`config.mk`:
```
export PLATFORM = sky130hd
export DESIGN_NAME = raw_hazard_detector
export DESIGN_NICKNAME = d
export VERILOG_FILES = /design/src/rtl/raw_hazard_detector.sv
export SDC_FILE = /design/constraint.sdc
export NUM_CORES = 1
export LEC_CHECK = 0
export CORE_MARGIN = 2
export CORE_UTILIZATION = 59
export DETAILED_ROUTE_END_ITERATION = 8
export DONT_BUFFER_PORTS = 1
export PLACE_DENSITY = 0.78
export SLEW_MARGIN = 20
export SYNTH_ARGS = -nofsm -noshare
export SYNTH_HDL_FRONTEND = slang
export SYNTH_SLANG_ARGS = --single-unit
```
`constraint.sdc`:
```
create_clock -name clk -period 5 [get_ports clk]
set_input_delay 1 -clock clk [delete_from_list [all_inputs] [get_ports clk]]
set_output_delay 1 -clock clk [all_outputs]
set_load 0.02 [all_outputs]
```
`src/rtl/raw_hazard_detector.sv`:
```
// raw_hazard_detector
//
// Write pool and read-after-write hazard detector that sits in front of the
// raw data buffer. Pending DRAM writes wait in a small in-order pool until
// the command path drains them. Every read request is checked against the
// pool, and the result is registered one cycle later:
//   raw       - the youngest matching write covers every byte of the read.
//               The matching entry is forwarded on pool_waddr/pool_wdata.
//   raw_stall - the youngest matching write covers only some of the read
//               bytes. The read must retry after the write drains.
//
// Optional feature (build macro RAW_HIT_COUNT_EN):
//   This adds the raw_hit_count output, a 16-bit saturating count of
//   registered raw hits.
//
// Ports:
//   clk, n_rst                        clock, asynchronous active-low reset
//   wr_valid/wr_ready/wr_addr/        write push into the pool
//     wr_data/wr_burst_size
//   drain_valid/drain_ready/          oldest entry, offered to the command path
//     drain_addr/drain_data/drain_burst_size
//   rd_req/raddr/rburst_size          read lookup request (one-cycle pulse)
//   raw/raw_stall                     registered hit / partial-hit flags
//   raddr_raw/rburst_size_raw         registered copy of the read request
//   pool_waddr/pool_wdata             registered winning entry (on raw only)
//   pool_count                        number of occupied entries
//   raw_hit_count                     (RAW_HIT_COUNT_EN only) hit counter

package raw_hazard_pkg;
  typedef enum logic [1:0] {
    ONE_BYTE    = 2'd0,
    TWO_BYTES   = 2'd1,
    FOUR_BYTES  = 2'd2,
    EIGHT_BYTES = 2'd3
  } burst_size_t;
endpackage

module raw_hazard_detector
  import raw_hazard_pkg::*;
#(
  parameter int ADDR_SIZE = 8,
  parameter int DATA_SIZE = 64,
  parameter int DEPTH     = 4
) (
  input  logic                   clk,
  input  logic                   n_rst,
  input  logic                   wr_valid,
  output logic                   wr_ready,
  input  logic [ADDR_SIZE-1:0]   wr_addr,
  input  logic [DATA_SIZE-1:0]   wr_data,
  input  burst_size_t            wr_burst_size,
  output logic                   drain_valid,
  input  logic                   drain_ready,
  output logic [ADDR_SIZE-1:0]   drain_addr,
  output logic [DATA_SIZE-1:0]   drain_data,
  output burst_size_t            drain_burst_size,
  input  logic                   rd_req,
  input  logic [ADDR_SIZE-1:0]   raddr,
  input  burst_size_t            rburst_size,
  output logic                   raw,
  output logic                   raw_stall,
  output logic [ADDR_SIZE-1:0]   raddr_raw,
  output burst_size_t            rburst_size_raw,
  output logic [ADDR_SIZE-1:0]   pool_waddr,
  output logic [DATA_SIZE-1:0]   pool_wdata,
  output logic [$clog2(DEPTH):0] pool_count
`ifdef RAW_HIT_COUNT_EN
  ,
  output logic [15:0]            raw_hit_count
`endif
);

  localparam int PW = $clog2(DEPTH);
  localparam int CW = PW + 1;

  // Byte-lane mask of an access. The lanes rotate inside the 64-bit word,
  // so an access that runs past byte 7 wraps back to byte 0.
  function automatic logic [7:0] byte_mask(input logic [2:0] off, input burst_size_t sz);
    logic [7:0]  base;
    logic [15:0] rot;
    case (sz)
      EIGHT_BYTES: base = 8'hFF;
      FOUR_BYTES:  base = 8'h0F;
      TWO_BYTES:   base = 8'h03;
      default:     base = 8'h01;
    endcase
    rot = {base, base} << off;
    return rot[15:8];
  endfunction

  // Pool storage. It has no reset: valid_reg is the source of truth.
  logic [ADDR_SIZE-1:0] addr_mem [DEPTH];
  logic [DATA_SIZE-1:0] data_mem [DEPTH];
  burst_size_t          size_mem [DEPTH];
  logic [7:0]           wmask    [DEPTH];

  logic [DEPTH-1:0] valid_reg;
  logic [PW-1:0]    head_reg, tail_reg;
  logic [CW-1:0]    count_reg, count_next;
  logic             push, pop;

  assign wr_ready         = (count_reg != CW'(DEPTH));
  assign drain_valid      = (count_reg != '0);
  assign push             = wr_valid && wr_ready;
  assign pop              = drain_valid && drain_ready;
  assign drain_addr       = addr_mem[head_reg];
  assign drain_data       = data_mem[head_reg];
  assign drain_burst_size = size_mem[head_reg];
  assign pool_count       = count_reg;

  always_ff @(posedge clk) begin
    if (push) begin
      addr_mem[tail_reg] <= wr_addr;
      data_mem[tail_reg] <= wr_data;
      size_mem[tail_reg] <= wr_burst_size;
    end
  end

  always_comb begin
    count_next = count_reg;
    case ({push, pop})
      2'b10:   count_next = count_reg + 1'b1;
      2'b01:   count_next = count_reg - 1'b1;
      default: count_next = count_reg;
    endcase
  end

  always_ff @(posedge clk or negedge n_rst) begin
    if (!n_rst) begin
      valid_reg <= '0;
      head_reg  <= '0;
      tail_reg  <= '0;
      count_reg <= '0;
    end else begin
      // A push never lands on the head slot while that slot is popped,
      // because a push is blocked when the pool is full.
      if (push) begin
        valid_reg[tail_reg] <= 1'b1;
        tail_reg            <= tail_reg + 1'b1;
      end
      if (pop) begin
        valid_reg[head_reg] <= 1'b0;
        head_reg            <= head_reg + 1'b1;
      end
      count_reg <= count_next;
    end
  end

  // Per-entry write masks
  generate
    for (genvar gi = 0; gi < DEPTH; gi++) begin : g_wmask
      assign wmask[gi] = byte_mask(addr_mem[gi][2:0], size_mem[gi]);
    end
  endgenerate

  // Lookup. Entries are scanned from oldest to youngest, and each later
  // match overrides an earlier one, so the youngest matching entry wins.
  // The scan reads register state, so a same-cycle push is not seen and a
  // same-cycle pop is still seen.
  logic [7:0]           rmask;
  logic                 hit, full_cover;
  logic [ADDR_SIZE-1:0] win_addr;
  logic [DATA_SIZE-1:0] win_data;

  assign rmask = byte_mask(raddr[2:0], rburst_size);

  always_comb begin
    logic [PW-1:0] idx;
    idx        = '0;
    hit        = 1'b0;
    full_cover = 1'b0;
    win_addr   = '0;
    win_data   = '0;
    for (int k = 0; k < DEPTH; k++) begin
      idx = head_reg + PW'(k);
      if (valid_reg[idx] &&
          (addr_mem[idx][ADDR_SIZE-1:3] == raddr[ADDR_SIZE-1:3]) &&
          ((wmask[idx] & rmask) != 8'h00)) begin
        hit        = 1'b1;
        full_cover = ((rmask & ~wmask[idx]) == 8'h00);
        win_addr   = addr_mem[idx];
        win_data   = data_mem[idx];
      end
    end
  end

  logic raw_next, raw_stall_next;
  assign raw_next       = rd_req && hit && full_cover;
  assign raw_stall_next = rd_req && hit && !full_cover;

  always_ff @(posedge clk or negedge n_rst) begin
    if (!n_rst) begin
      raw             <= 1'b0;
      raw_stall       <= 1'b0;
      raddr_raw       <= '0;
      rburst_size_raw <= ONE_BYTE;
      pool_waddr      <= '0;
      pool_wdata      <= '0;
    end else begin
      raw       <= raw_next;
      raw_stall <= raw_stall_next;
      if (rd_req) begin
        raddr_raw       <= raddr;
        rburst_size_raw <= rburst_size;
      end
      if (raw_next) begin
        pool_waddr <= win_addr;
        pool_wdata <= win_data;
      end
    end
  end

`ifdef RAW_HIT_COUNT_EN
  always_ff @(posedge clk or negedge n_rst) begin
    if (!n_rst) begin
      raw_hit_count <= '0;
    end else if (raw_next && (raw_hit_count != 16'hFFFF)) begin
      raw_hit_count <= raw_hit_count + 16'd1;
    end
  end
`else
  // The hit counter is not built.
`endif

endmodule

```
## Word level (Yosys, flattened, before mapping)

Memories as Yosys holds them, arrays and structs flattened.
Cells that the tools add are included.

- Reductions and logical operators: 26
- Mux-type cells: 50
- Add/subtract/negate cells: 6
- Shift-type cells: 5
- Eq/ne operators: 22
- $lt $le $gt $ge: 11
- Bitwise gates (word level): 19

Operators by type and width:

| cell | count |
|---|---|
| 64-bit 2-to-1 mux | 4 |
| 8-bit case mux with 3 select lines | 5 |
| 8-bit 2-to-1 mux | 12 |
| 16-bit by 3-bit << shifter with 16-bit output | 5 |
| 8-bit bitwise AND | 8 |
| 8-bit binary-select mux with 2-bit select | 4 |
| 8-bit logical NOT | 4 |
| 8-bit NOT | 4 |
| 8-bit nonzero test | 4 |
| 2-bit equality test, second input constant | 11 |
| 5-bit equality test | 4 |
| 1-bit 2-to-1 mux | 16 |
| 1-bit logical AND | 15 |
| 2-bit by 3-bit less-than comparator with 1-bit output, second input constant | 5 |
| 2-bit by 1-bit equality test with 1-bit output, second input constant | 6 |
| 3-bit >= comparator, second input constant | 4 |
| 2-bit NOT with 3-bit output | 4 |
| 1-bit binary-select mux with 2-bit select | 4 |
| 4-bit 2-to-1 mux | 2 |
| 3-bit case mux with 2 select lines | 1 |
| 2-bit by 1-bit adder with 2-bit output, second input constant | 2 |
| 2-bit adder, second input constant | 2 |
| 4-bit bitwise AND | 1 |
| 1-bit demux with 2-bit select | 2 |
| other kinds (9) | 10 |

- Input bits: 89
- Memories kept: 3
- Output and inout bits: 163
- Bits in writable memories: 296
- Flip-flop bits (word level): 95

Memories:

| memory | words | width | rd ports | clocked after memory_dff | write ports | RTL line | RTL |
|---|---|---|---|---|---|---|---|
| data_mem | 4 | 64 | 4 | 0 | 1 | 93 | `logic [DATA_SIZE-1:0] data_mem [DEPTH];` |
| addr_mem | 4 | 8 | 8 | 0 | 1 | 92 | `logic [ADDR_SIZE-1:0] addr_mem [DEPTH];` |
| size_mem | 4 | 2 | 5 | 0 | 1 | 94 | `burst_size_t size_mem [DEPTH];` |

## Longest topological paths before layout

- Depth in word-level cells: 15
- Gate-level depth with buffers: 21
- Mapped depth without buffers: 12

## Worst setup path before layout

No wires, ideal clock.

- Kind: register to register
- Start point: reg head_reg[0]
- End point: reg pool_wdata[36]
- Period minus slack after synthesis: 4.983 ns
- Path slack: 0.017 ns
- Stages on the path, launching flop included: 18
- Library setup time: 0.125 ns
- Path buffers: 11
- Arrival: 4.858 ns
- Path through: dfrtp_1 > buf_2 > buf_2 > inv_2 > buf_2 > buf_1 > ha_1 > buf_2 > clkbuf_1 > clkbuf_1 > buf_2 > buf_1 > clkbuf_1 > clkbuf_1 > mux4_2 > o22ai_1 > a21oi_1 > mux2_4

- Longest elaborated chain between the ends: 13
- Elaborated cells on any way between the ends: 75
- Classes of those cells: 3 x add/sub; 4 x eq/ne; 32 x mux; 16 x bitwise; 18 x reduce/logical; 2 x memory

Ends and longest elaborated chain:

| element | RTL line | RTL |
|---|---|---|
| start, declared | 98 | `logic [PW-1:0] head_reg, tail_reg;` |
| start signal, assigned | 143 | `head_reg <= head_reg + 1'b1;` |
| 2-bit by 1-bit adder with 2-bit output or 2-bit NOT with 3-bit output (tied branches) | 175, 178, 180 |  |
| 2-bit NOT with 3-bit output (not written as such) or 8-bit binary-select mux with 2-bit select (tied branches) | 178, 180 |  |
| 8-bit binary-select mux with 2-bit select or 8-bit 2-to-1 mux (tied branches) | 178, 180 |  |
| 8-bit 2-to-1 mux (not written as such) | 178, 180 |  |
| 8-bit 2-to-1 mux (not written as such) or 8-bit bitwise AND (tied branches) | 178, 180 |  |
| 8-bit bitwise AND or 8-bit nonzero test (tied branches) | 178 | `((wmask[idx] & rmask) != 8'h00)) begin` |
| 8-bit nonzero test or 1-bit logical AND (tied branches) | 178, 177 |  |
| 1-bit logical AND or 1-bit 2-to-1 mux (tied branches) | 177, 176 |  |
| 1-bit 2-to-1 mux (3 in series) | 176 | `if (valid_reg[idx] &&` |
| 1-bit logical AND (2 in series) | 188 | `assign raw_next = rd_req && hit && full_cover;` |
| end signal, assigned | 208 | `pool_wdata <= win_data;` |
| end, declared | 65 | `output logic [DATA_SIZE-1:0] pool_wdata,` |

Parallel ways exist; a longest one is shown, timed or not. The select of a mux whose other input is x is not followed.
A chain may end at the register's enable or synchronous reset.

## Worst setup path after layout

- Start point: reg head_reg[1]
- End point: reg pool_wdata[34]

- Elaborated cells on any way between the ends: 75
- Classes of those cells: 3 x add/sub; 4 x eq/ne; 32 x mux; 16 x bitwise; 18 x reduce/logical; 2 x memory

RTL lines:

| element | RTL line | RTL |
|---|---|---|
| memory 4 x 8 bit * | n/a |  |
| via drain_addr[5] | 54 | `output logic [ADDR_SIZE-1:0] drain_addr,` |
| 5-bit equality test * | 177 | `(addr_mem[idx][ADDR_SIZE-1:3] == raddr[ADDR_SIZE-1:3]) &&` |
| 1-bit logical AND * | 176 |  |
| 1-bit logical AND * | 177 |  |
| 1-bit 2-to-1 mux (4 in series) | 176 |  |
| 1-bit logical AND (2 in series) | 188 |  |

The timed path passes the listed nets; every way through them passes the cells marked *. The select of a mux whose other input is x is not followed.

==> results.ini <==
[critical_path]
rr_endpoint=pool_wdata[34]$_DFFE_PN0P_
r2r_slack_ns=0.53
endpoint_kind=flop
critPathMostFrequentCell=buf_12
critPathBufInv=2
critPathRequiredTime_ns=5.44
arrival_ns=4.90
ff2ff_path_depth=12
cp_top_family=simple AND/OR/NAND/NOR gates
critPathLaunchType=flop
path_class=reg2reg
r2r-start=head_reg[1]$_DFFE_PN0P_
worstPathCellList=buf_12 -> mux4_2 -> xnor2_1 -> nand2_1 -> nor4_1 -> o2111ai_1 -> a2111o_1 -> or4_4 -> a31oi_4 -> nand2b_4 -> buf_12 -> mux2_4
path_max_fanout=103
crit_slowest_cell=nor4_1
cpPeakStageDelay_ns=0.54

[run_status]
outcome=finished, final reports clean

[grt]
grt_max_degree=137
antenna_found_initial=0
grt_usage=0.305
first_global_vias=16100
grt.overflow.total=0
grt_pass1_wl_um=101000

[detailed_routing]
wl_per_cell_um=30.9
routed_wl_um=66100
first_iter_violations=1806
viasPerCell=7.67
dr.pass1.iters=6
ant_nets=0
drc=0
dr_total_vias=16400

[finish]
nFillCells=2823
stdcell_count=2141
area_growth_pct=7.27
register_area_um2=11300
top_register=data_mem
multiInputGateArea_um2=12600
largest_register_ffs=256
fin_nets=1675
final_cell_mix=mux4_2 (301), edfxtp_1 (296), dfrtp_1 (93)
drive_above_1_share=0.331
top_regs=data_mem: 256 flops, pool_wdata: 64 flops, addr_mem: 32 flops
final_common_cell=mux4_2
diodes=0

[sta]
setup_tns_ns=0
slew_viol_final=0
min_period_over_period=0.893
max_slew_margin=0.311
finClkSkew_ns=0.00991
setup_violations=0
fmax_mhz=224
min_period_ns=4.47
worst_slew_pin_slew_ns=1.03
hold_viol=0
rsz0062_at_grt=no

[cts]
ctsResizeCount=0
cts_root_buffer=clkbuf_16
clk_pin_slew_ns=0.06
post_cts_buffers=0
cts_buffers=43
cts_sinks=391
cts_tree=built
clockBufferDepth=3
clk_latency_ns=0.56
htree_levels=2
cts_hold_buffers=0

[placed_design]
place_congestion=0.909
hpwl_um=43400
dp.cells=2063
io_buffers=0

[floorplan]
die_x_um=209
die_area_um2=43500
core.rowCount=74
initial_core_util=0.601
ios=252
die_y_um=209
core_region_area_um2=41100

[pwr]
pwr-share-comb=0.540
power_leakage_nw=9.14
p_seq_frac=0.275
ir_drop_v=0.000538
p_per_area_nw_per_um2=640
switching_share=0.394
p_switching_mw=6.68
internal-power_mw=10.3
clkPwrFrac=0.185

[synthesis]
synth_ff_type=edfxtp_1
ys_warn_count=0
yosys.area_share.simple=0.0483
synth_top_family_by_area=multiplexers
syn_inst=1650
synth.area.mux_share=0.335
synth_edf_count=296
ys_ff_latch=391
yosys.area_share.adder=0.00537
synth_compound_area_frac=0.111
netlist-cell-type-count=80
synth_xor_area_frac=0.00886
syn_area_per_cell_um2=15.0
seq_area_frac_synth=0.456
syn_area_um2=24700
async_flop_share=0.243
syn_nets=1749

[hold_path]
worstHoldPathType=in2async

[flow_run]
drv_cap=0

[routing by layer]
metal | up-vias | global-route usage | routed length, um
li1 | 6838 | - | -
met1 | 8553 | 0.395 | 24400
met4 | 0 | 0.0983 | 2080
met2 | 897 | 0.505 | 32700
met5 | - | 0 | 0
met3 | 135 | 0.0860 | 6940
[worst max-delay path by stage]
stage                             from                    endpoint  slack (ns)  cells past startpoint
3_5_place_dp   head_reg[0]$_DFFE_PN0P_   pool_wdata[6]$_DFFE_PN0P_        0.55                     13
2_1_floorplan  head_reg[0]$_DFFE_PN0P_  pool_wdata[36]$_DFFE_PN0P_        0.02                     17
6_report       head_reg[1]$_DFFE_PN0P_  pool_wdata[34]$_DFFE_PN0P_        0.53                     12
3_3_place_gp                  raddr[2]   pool_waddr[7]$_DFFE_PN0P_        0.53                     10
4_1_cts        head_reg[0]$_DFFE_PN0P_  pool_wdata[44]$_DFFE_PN0P_        0.53                     13
5_1_grt        head_reg[0]$_DFFE_PN0P_  pool_wdata[48]$_DFFE_PN0P_        0.27                     14
[power by group through the flow]
stage / Clock [mW] / Sequential, mW / Combinational [mW]
after global placement: 0 / 4.63 / 9.00
after detailed placement: 0 / 4.70 / 9.13
after floorplan: 0 / 4.53 / 7.38
final: 3.13 / 4.66 / 9.16
after global routing: 3.29 / 4.72 / 9.74
after CTS: 3.16 / 4.65 / 9.17
[Yosys cell counts (all sizes together), types with 31 or more instances]
| master | n | area [um2] |
|---|---|---|
| o22ai | 89 | 557 |
| nor2 | 41 | 154 |
| buf | 58 | 403 |
| a21oi | 90 | 450 |
| nand2 | 32 | 120 |
| clkbuf | 105 | 395 |
| dfrtp | 95 | 2380 |
| a22oi | 62 | 465 |
| nor3 | 31 | 155 |
| mux2 | 88 | 1250 |
| mux4 | 301 | 6780 |
| edfxtp | 296 | 8890 |
[final cells by class]
type / instances / share of cell area
well taps: 532 / 0.0251
clock buffers: 61 / 0.0462
clock inverters: 17 / 0.00651
inverters: 22 / 0.00312
multi-input cells: 1074 / 0.477
repair buffers: 44 / 0.0167
flip-flops and latches: 391 / 0.425
[logic make-up after synthesis]
| family | after synthesis |
|---|---|
| xor gates and xnor gates | 25 |
| buffers and inverters | 185 |
| DFF | 391 |
| and+or+nand+nor | 225 |
| AOI/OAI and AO/OA | 400 |
| muxes | 414 |
| adders and majority gates | 10 |
[per-stage QoR]
step           setup slack, ns   util  cell area [um2]  hold WS, ns  total power [mW]
3_3_place_gp             0.529  0.611            25100        0.585              13.6
3_5_place_dp             0.549  0.611            25100        0.598              13.8
6_report                 0.535  0.645            26500        0.138              17.0
4_1_cts                  0.529  0.645            26500        0.114              17.0
2_1_floorplan           0.0168      -            24700        0.543              11.9
5_1_grt                  0.274  0.645            26500        0.118              17.7
Power figures use the tool's default switching activity.
